## config.mk

```make
export PLATFORM = sky130hd
export DESIGN_NAME = irq_controller
export DESIGN_NICKNAME = d
export VERILOG_FILES = /design/src/rtl/irq_controller.sv
export SDC_FILE = /design/constraint.sdc
export NUM_CORES = 1
export LEC_CHECK = 0
export CORE_UTILIZATION = 45
export CTS_CLUSTER_DIAMETER = 50
export CTS_CLUSTER_SIZE = 25
export DETAILED_ROUTE_END_ITERATION = 7
export PLACE_DENSITY_LB_ADDON = 0.2
export SETUP_SLACK_MARGIN = 0.05
export SYNTH_ARGS = -nofsm -noshare
export SYNTH_HDL_FRONTEND = slang
export SYNTH_SLANG_ARGS = --single-unit
```

## constraint.sdc

```tcl
create_clock -name clk -period 1.4 [get_ports clk]
set_input_delay 0.14 -clock clk [delete_from_list [all_inputs] [get_ports clk]]
set_output_delay 0.14 -clock clk [all_outputs]
set_load 0.01 [all_outputs]
```

## src/rtl/irq_controller.sv

```systemverilog
// irq_controller: multi-channel external interrupt controller.
// It synchronizes raw interrupt lines and captures each one as an edge or as a level.
// Each channel has a pending latch, and an enable mask gates it for arbitration.
// The lowest eligible index wins.
// A registered machine-external request (g_interrupt) goes to the CSR block.
// A non-nested claim/complete handshake lets the trap handler identify and retire the source.
//
// Ports:
//   clk            system clock
//   rst_n          asynchronous active-low reset
//   irq_in         raw asynchronous interrupt lines (active high)
//   csr_meie       global machine external interrupt enable
//   irq_enable     per-channel enable mask (masks arbitration only)
//   irq_edge_mode  per channel: 1 = rising-edge capture, 0 = level capture
//   claim          one-cycle request for the winning channel ID
//   complete       one-cycle pulse retiring channel complete_id
//   complete_id    channel being completed
//   g_interrupt    registered interrupt request
//   claim_ack      one-cycle pulse, the cycle after claim
//   claim_valid    1 = claim_id names a real source, 0 = spurious claim
//   claim_id       claimed channel (0 when spurious)
//   pending        pending latch state
//   in_service     in-service state
module irq_controller #(
  parameter int NUM_IRQ     = 8,
  parameter int SYNC_STAGES = 2,
  parameter int ID_W        = 3
) (
  input  logic               clk,
  input  logic               rst_n,
  input  logic [NUM_IRQ-1:0] irq_in,
  input  logic               csr_meie,
  input  logic [NUM_IRQ-1:0] irq_enable,
  input  logic [NUM_IRQ-1:0] irq_edge_mode,
  input  logic               claim,
  input  logic               complete,
  input  logic [ID_W-1:0]    complete_id,
  output logic               g_interrupt,
  output logic               claim_ack,
  output logic               claim_valid,
  output logic [ID_W-1:0]    claim_id,
  output logic [NUM_IRQ-1:0] pending,
  output logic [NUM_IRQ-1:0] in_service
);

  localparam logic [NUM_IRQ-1:0] ZERO_V  = {NUM_IRQ{1'b0}};
  localparam logic [ID_W-1:0]    ZERO_ID = {ID_W{1'b0}};

  logic [NUM_IRQ-1:0] sync_r [SYNC_STAGES];
  logic [NUM_IRQ-1:0] hist_r;
  logic [NUM_IRQ-1:0] pending_r;
  logic [NUM_IRQ-1:0] in_service_r;
  logic               g_interrupt_r;
  logic               claim_ack_r;
  logic               claim_valid_r;
  logic [ID_W-1:0]    claim_id_r;

  logic [NUM_IRQ-1:0] sync_s;
  logic [NUM_IRQ-1:0] rise_s;
  logic [NUM_IRQ-1:0] set_edge_s;
  logic [NUM_IRQ-1:0] set_level_s;
  logic [NUM_IRQ-1:0] eligible_s;
  logic [ID_W-1:0]    winner_s;
  logic               win_found_s;
  logic               claim_ok_s;
  logic [NUM_IRQ-1:0] claim_mask_s;
  logic [NUM_IRQ-1:0] cmp_mask_s;
  logic [NUM_IRQ-1:0] pending_nxt_s;
  logic [NUM_IRQ-1:0] in_service_nxt_s;
  logic               g_nxt_s;

  // Input synchronizer chain plus one-cycle history for edge detection.
  always_ff @(posedge clk or negedge rst_n) begin
    if (!rst_n) begin
      for (int j = 0; j < SYNC_STAGES; j++) begin
        sync_r[j] <= ZERO_V;
      end
      hist_r <= ZERO_V;
    end else begin
      sync_r[0] <= irq_in;
      for (int j = 1; j < SYNC_STAGES; j++) begin
        sync_r[j] <= sync_r[j-1];
      end
      hist_r <= sync_r[SYNC_STAGES-1];
    end
  end

  // Capture conditions and eligibility.
  always_comb begin
    sync_s      = sync_r[SYNC_STAGES-1];
    rise_s      = sync_s & ~hist_r;
    set_edge_s  = irq_edge_mode & rise_s;
    // A level source being serviced must not re-pend until it is completed.
    set_level_s = ~irq_edge_mode & sync_s & ~in_service_r;
    eligible_s  = pending_r & irq_enable;
  end

  // Fixed-priority winner: scan downward so the lowest eligible index is the last one written.
  always_comb begin
    winner_s    = ZERO_ID;
    win_found_s = 1'b0;
    for (int i = NUM_IRQ - 1; i >= 0; i--) begin
      winner_s    = eligible_s[i] ? ID_W'(i) : winner_s;
      win_found_s = win_found_s | eligible_s[i];
    end
  end

  // Claim/complete decode and next-state computation.
  always_comb begin
    // win_found_s covers an enable dropped in the claim cycle itself: the claim is then spurious.
    claim_ok_s = claim & g_interrupt_r & win_found_s;
    for (int i = 0; i < NUM_IRQ; i++) begin
      claim_mask_s[i] = claim_ok_s & (winner_s == ID_W'(i));
      // Out-of-range IDs match no channel and are therefore ignored.
      cmp_mask_s[i]   = complete & (complete_id == ID_W'(i));
    end
    // Level set loses to a same-cycle claim clear; edge set wins over it.
    pending_nxt_s    = ((pending_r | set_level_s) & ~claim_mask_s) | set_edge_s;
    in_service_nxt_s = (in_service_r & ~cmp_mask_s) | claim_mask_s;
    // A successful claim drops the request at once; the next cycle in_service holds it low.
    g_nxt_s = csr_meie & (|eligible_s) & ~(|in_service_r) & ~claim_ok_s;
  end

  // Pending, in-service, request and claim response registers.
  always_ff @(posedge clk or negedge rst_n) begin
    if (!rst_n) begin
      pending_r     <= ZERO_V;
      in_service_r  <= ZERO_V;
      g_interrupt_r <= 1'b0;
      claim_ack_r   <= 1'b0;
      claim_valid_r <= 1'b0;
      claim_id_r    <= ZERO_ID;
    end else begin
      pending_r     <= pending_nxt_s;
      in_service_r  <= in_service_nxt_s;
      g_interrupt_r <= g_nxt_s;
      claim_ack_r   <= claim;
      claim_valid_r <= claim_ok_s;
      claim_id_r    <= claim_ok_s ? winner_s : ZERO_ID;
    end
  end

  assign g_interrupt = g_interrupt_r;
  assign claim_ack   = claim_ack_r;
  assign claim_valid = claim_valid_r;
  assign claim_id    = claim_id_r;
  assign pending     = pending_r;
  assign in_service  = in_service_r;

endmodule
```

## Yosys cells after proc, flatten, opt, wreduce, memory -nomap -nowiden

Cells that the tools add are included.
Widths: inputs -> output; s select.

- Register bits: 46

- Equality and inequality tests: 14
- Multiplexer cells: 9
- Bitwise operators: 45
- Reductions and logical operators: 4

Operator list:

| kind | number |
|---|---|
| $and 8x8->8 | 7 |
| $not 8->8 | 5 |
| $mux 3 | 9 |
| $eq 3x3->1 const B | 8 |
| $or 8x8->8 | 3 |
| $and 1x1->1 | 21 |
| $reduce_or 8->1 | 2 |
| $eq 3x2->1 const B | 4 |
| $or 1x1->1 | 7 |
| $eq 3x1->1 const B | 2 |
| $logic_not 3->1 | 2 |
| $not 1->1 | 2 |

## Logic depth before layout (Yosys ltp)

Gate-level depths: netlist (run 1).

- Word-level depth: 14
- Depth in mapped cells: 4
- Mapped depth without buffers: 4

## Worst setup path after synthesis (run 1)

Ideal clock, no wire load.

- Path type: reg2reg
- Start: register pending_r[3] (netlist: pending[3])
- End: register pending_r[5] (netlist: pending[5])
- Library setup time: 130 ps
- Arrival: 1191 ps
- Data required time: 1270 ps
- Path slack: 79 ps
- Cell stages (with the launch flop): 5
- Period minus slack after synthesis: 1321 ps
- Cells stage by stage: dfrtp_1 a22oi_4 nand4_4 nor4_2 o22ai_1

- Longest elaborated chain between the ends: 10
- Elaborated cells between the ends (all ways): 15

Ends and longest elaborated chain:

| item | RTL line | source |
|---|---|---|
| start, declared | 51 | `logic [NUM_IRQ-1:0] pending_r;` |
| start signal, assigned | 134 | `pending_r <= pending_nxt_s;` |
| $and 8x8->8 (*) | 95 | `eligible_s = pending_r & irq_enable;` |
| $mux 3 or $or 1x1->1 (tied branches) (4 in series) | 103, 104 |  |
| $eq 3x3->1 or $and 1x1->1 (tied branches) | 113, 111 |  |
| $and 1x1->1 (*) | 113 | `claim_mask_s[i] = claim_ok_s & (winner_s == ID_W'(i));` |
| $not 8->8 (*) | 118 | `pending_nxt_s = ((pending_r \| set_level_s) & ~claim_mask_s) \| set_edge_s;` |
| $and 8x8->8 (*) | 118 |  |
| $or 8x8->8 (*) | 118 |  |
| net pending_nxt_s[5] | 68 | `logic [NUM_IRQ-1:0] pending_nxt_s;` |

Mark *: on every way through the listed nets, which the timed path passes. The rest lies on a longest branch.

## Worst setup path after layout (run 1)

Ends and elaborated chain as after synthesis.

==> results.cfg, run 1 <==
[place]
io_buffers = 53
place_hpwl_mm = 2.980
place_congestion = 0.8202
placed_cell_area_mm2 = 0.002450

[critical_path]
critPathArrivalTime_ns = 1.62
worstPathRequired_ns = 1.59
r2r_cells = 5
r2r_slack_ns = -0.03
rr_startpoint = pending[3]
crit_type = reg -> reg
start_kind = register
worstPathMaxFanout = 3
r2r-end = pending[5]
cp-end-kind = register

[sta]
hold_slack_ns = 0.2654
min_period_ns = 1.430
rsz0062_at_grt = yes
period_share = 1.022
final.setup.worst_slack_ns = -0.03034
drv_slew = 0
setup_viol = 6
hold_violations = 0
tightestPinTransition_ns = 0.5512
clock_skew_ns = 0.004942
max_freq_mhz = 699.1
relSlewSlack = 0.6325

[clock_tree]
cts_tree = done
cts_sinks = 46
cts.htree.levels = 2
cts_buffers = 5
clk_path_buf_depth = 2
clkTransAtPathRegs_ns = 0.08
clockRootBuffer = clkbuf_8
clk_latency_ns = 0.30

[grt]
grt_pass1_vias = 1404
antenna_found_initial = 0
grt.total_usage = 0.2247
grt_pass1_wl_mm = 6.630
grt_max_degree = 25
gr-usage-met1 = 0.2739
met3_usage = 0.07679
grt.overflow.total = 0
grt_use_met2 = 0.3577
grt.busiest_layer = met2

[floorplanning]
fp-row-count = 22
die_w_um = 64.04
dieHeight_um = 64.04
die-area_mm2 = 0.004100
io_pins = 54
core_mm2 = 0.003689
initial_utilization = 0.4695

[layout]
diodes = 0
area_growth_pct = 57.66
fin_area_mm2 = 0.002730
nets = 259
fillers = 257
drive_gt1_frac = 0.2544

[min_path]
hold_path.class = in -> reg
holdPathEnd = sync_r[12]
worst_hold_path.num_cells = 1
worstHoldStart = irq_in[4]

[synthesis]
synthDistinctLibCells = 28
syn_inst = 138
synth_nets = 170
ys.flop_type = dfrtp_1
synth_warnings = 0
synth_seq_cells = 46
synthArstFlopShare = 1.000
netlist_area_mm2 = 0.001732
synth_edf_count = 0
avgSynthCellArea_um2 = 12.55
seq_area_frac_synth = 0.6647

[detailed_routing]
vias_per_cell = 5.268
drt_wl_total_mm = 4.123
first_pass_iters = 4
drtIter0Drc = 46
drc_errors = 0
routedWlPerCell_um = 14.94
num_vias = 1454
ant_nets = 0

[power_and_ir_drop]
power_mw = 3.431
netSwitchingPower_uw = 951.3
switching_share = 0.2773
combPwrFrac = 0.258
p_leak_nw = 1.223
pwr-share-clk = 0.284
power_density_mw_per_mm2 = 1257
peakVddDrop_v = 0.0008864
seqPwrFrac = 0.458
p_int_mw = 2.480

[run_status]
violations = negative setup slack
status = finished, violations left

[run]
cap_violations = 0
==> synth_stat cells (2+ instances only) <==
library cell	instances	area, um2
nand2b_1	6	37.54
nor4b_1	2	17.52
nand4_1	2	12.51
o21ai_0	12	60.06
a22o_1	6	52.55
a21oi_1	5	25.02
nor4_2	2	25.02
nand2_1	18	67.56
inv_1	2	7.510
nor2_1	12	45.04
nor3b_1	3	22.52
o31ai_1	3	22.52
dfrtp_1	46	1151
o22ai_1	5	31.28
==> power by group through the flow <==
stage / registers [mW] / logic (mW) / clock network (mW)
after floorplan: 1.65 / 0.250 / 0
after global placement: 1.61 / 0.768 / 0
after detailed placement: 1.62 / 0.783 / 0
after CTS: 1.57 / 0.843 / 0.986
after global routing: 1.59 / 0.959 / 1.05
final: 1.57 / 0.886 / 0.974
==> routing by layer <==
metal	part of all wire	vias to the layer above
met2	0.50	56
met1	0.42	710
met4	0.021	0
met3	0.056	11
li1	-	677
met5	0	-
==> how the worst max path moves through the flow <==
stage                from         end  slack, ns  cells past startpoint
2_1_floorplan  pending[3]  pending[5]       0.08                      4
3_3_place_gp        claim  pending[4]      -0.16                      5
3_5_place_dp        claim  pending[4]      -0.21                      5
4_1_cts        pending[3]  pending[6]      -0.04                      5
5_1_grt        pending[3]  pending[5]      -0.14                      5
6_report       pending[3]  pending[5]      -0.03                      5
==> registers in the layout, summed over array words and instances (netlist names) <==
register	flops
hist_r	8
sync_r	8
sync_s	8
g_interrupt	1
in_service	8
claim_ack	1
claim_valid	1
pending	8
claim_id	3
==> layout make-up <==
class                           instances  area [um2]  share of cell area
Timing Repair Buffer                   82       759.5              0.2782
Inverter                                2       7.507            0.002750
Tap cell                               48       60.06             0.02200
Clock buffer                            5       68.82             0.02521
Sequential cell                        46        1155              0.4230
Clock inverter                          3       43.79             0.01604
Multi-Input combinational cell         90       635.6              0.2328
==> metrics by stage <==
| stage | TNS, ns | instances | worst slack [ns] | utilization |
|---|---|---|---|---|
| finish | -0.09798 | 276 | -0.03034 | 0.7402 |
| global route | -0.7870 | 276 | -0.1371 | 0.7402 |
| CTS | -0.1394 | 270 | -0.04426 | 0.7178 |
| detailed placement | -2.036 | 255 | -0.2134 | 0.6642 |
| global placement | -1.558 | 255 | -0.1585 | 0.6642 |
| floorplan | 0 | 138 | 0.07879 | - |
==> repair_timing <==
item | CTS | global route
endpoints found under the hold margin | 23 | 0
resized for setup | 24 | 13
hold buffers | 1 | 0
buffers inserted | 6 | 6
endpoints found under the setup margin | 25 | 14
pin swaps | 6 | 5
==> layout by cell type (no fill, tap or decap), drive strengths merged <==
cell type | synthesis | layout
bufinv | 0 | 1
clkinv | 0 | 1
nor4 | 2 | 2
o31ai | 3 | 3
buf | 0 | 29
and2 | 2 | 2
nand2b | 6 | 6
nor2 | 12 | 12
nand2 | 19 | 19
dlygate4sd2 | 0 | 14
a31oi | 1 | 1
clkdlybuf4s50 | 0 | 35
nor3b | 3 | 3
a22o | 6 | 6
dlymetal6s2s | 0 | 3
nor4b | 2 | 2
a21oi | 5 | 5
o32a | 1 | 1
a221oi | 1 | 1
o21ai | 13 | 13
inv | 2 | 3
nand4 | 3 | 3
and4 | 1 | 1
a22oi | 2 | 2
dlygate4sd3 | 0 | 1
clkbuf | 0 | 5
nand3 | 2 | 2
nor3 | 1 | 1
o22ai | 5 | 5
dfrtp | 46 | 46
==> critical path, stage by stage (launching register included) <==
cell	delay, ns
dfrtp_1	0.40
buf_6	0.14
a22oi_4	0.22
nand4_4	0.16
nor4_4	0.29
o22ai_1	0.11
==> kinds of logic (layout without fill, tap and decap cells) <==
family                 count (synthesis)  after routing  share of synthesized area
AO/OA/AOI/OAI                         37             37                     0.1590
buffers and inverters                  2             92                   0.004337
flip-flops                            46             46                     0.6647
AND/OR/NAND/NOR                       53             53                     0.1720
(Power assumes the default switching activity.)
==> run 2: changes to the inputs <==
Settings changed: SLEW_MARGIN from default to 30.
==> results of run 2 <==
No change in the layout: final DEF, timing and power equal those of run 1.
==> run 3: changes to the inputs <==
Settings changed: CAP_MARGIN from default to 20.
==> results of run 3 <==
No change in the layout: final DEF, timing and power equal those of run 1.
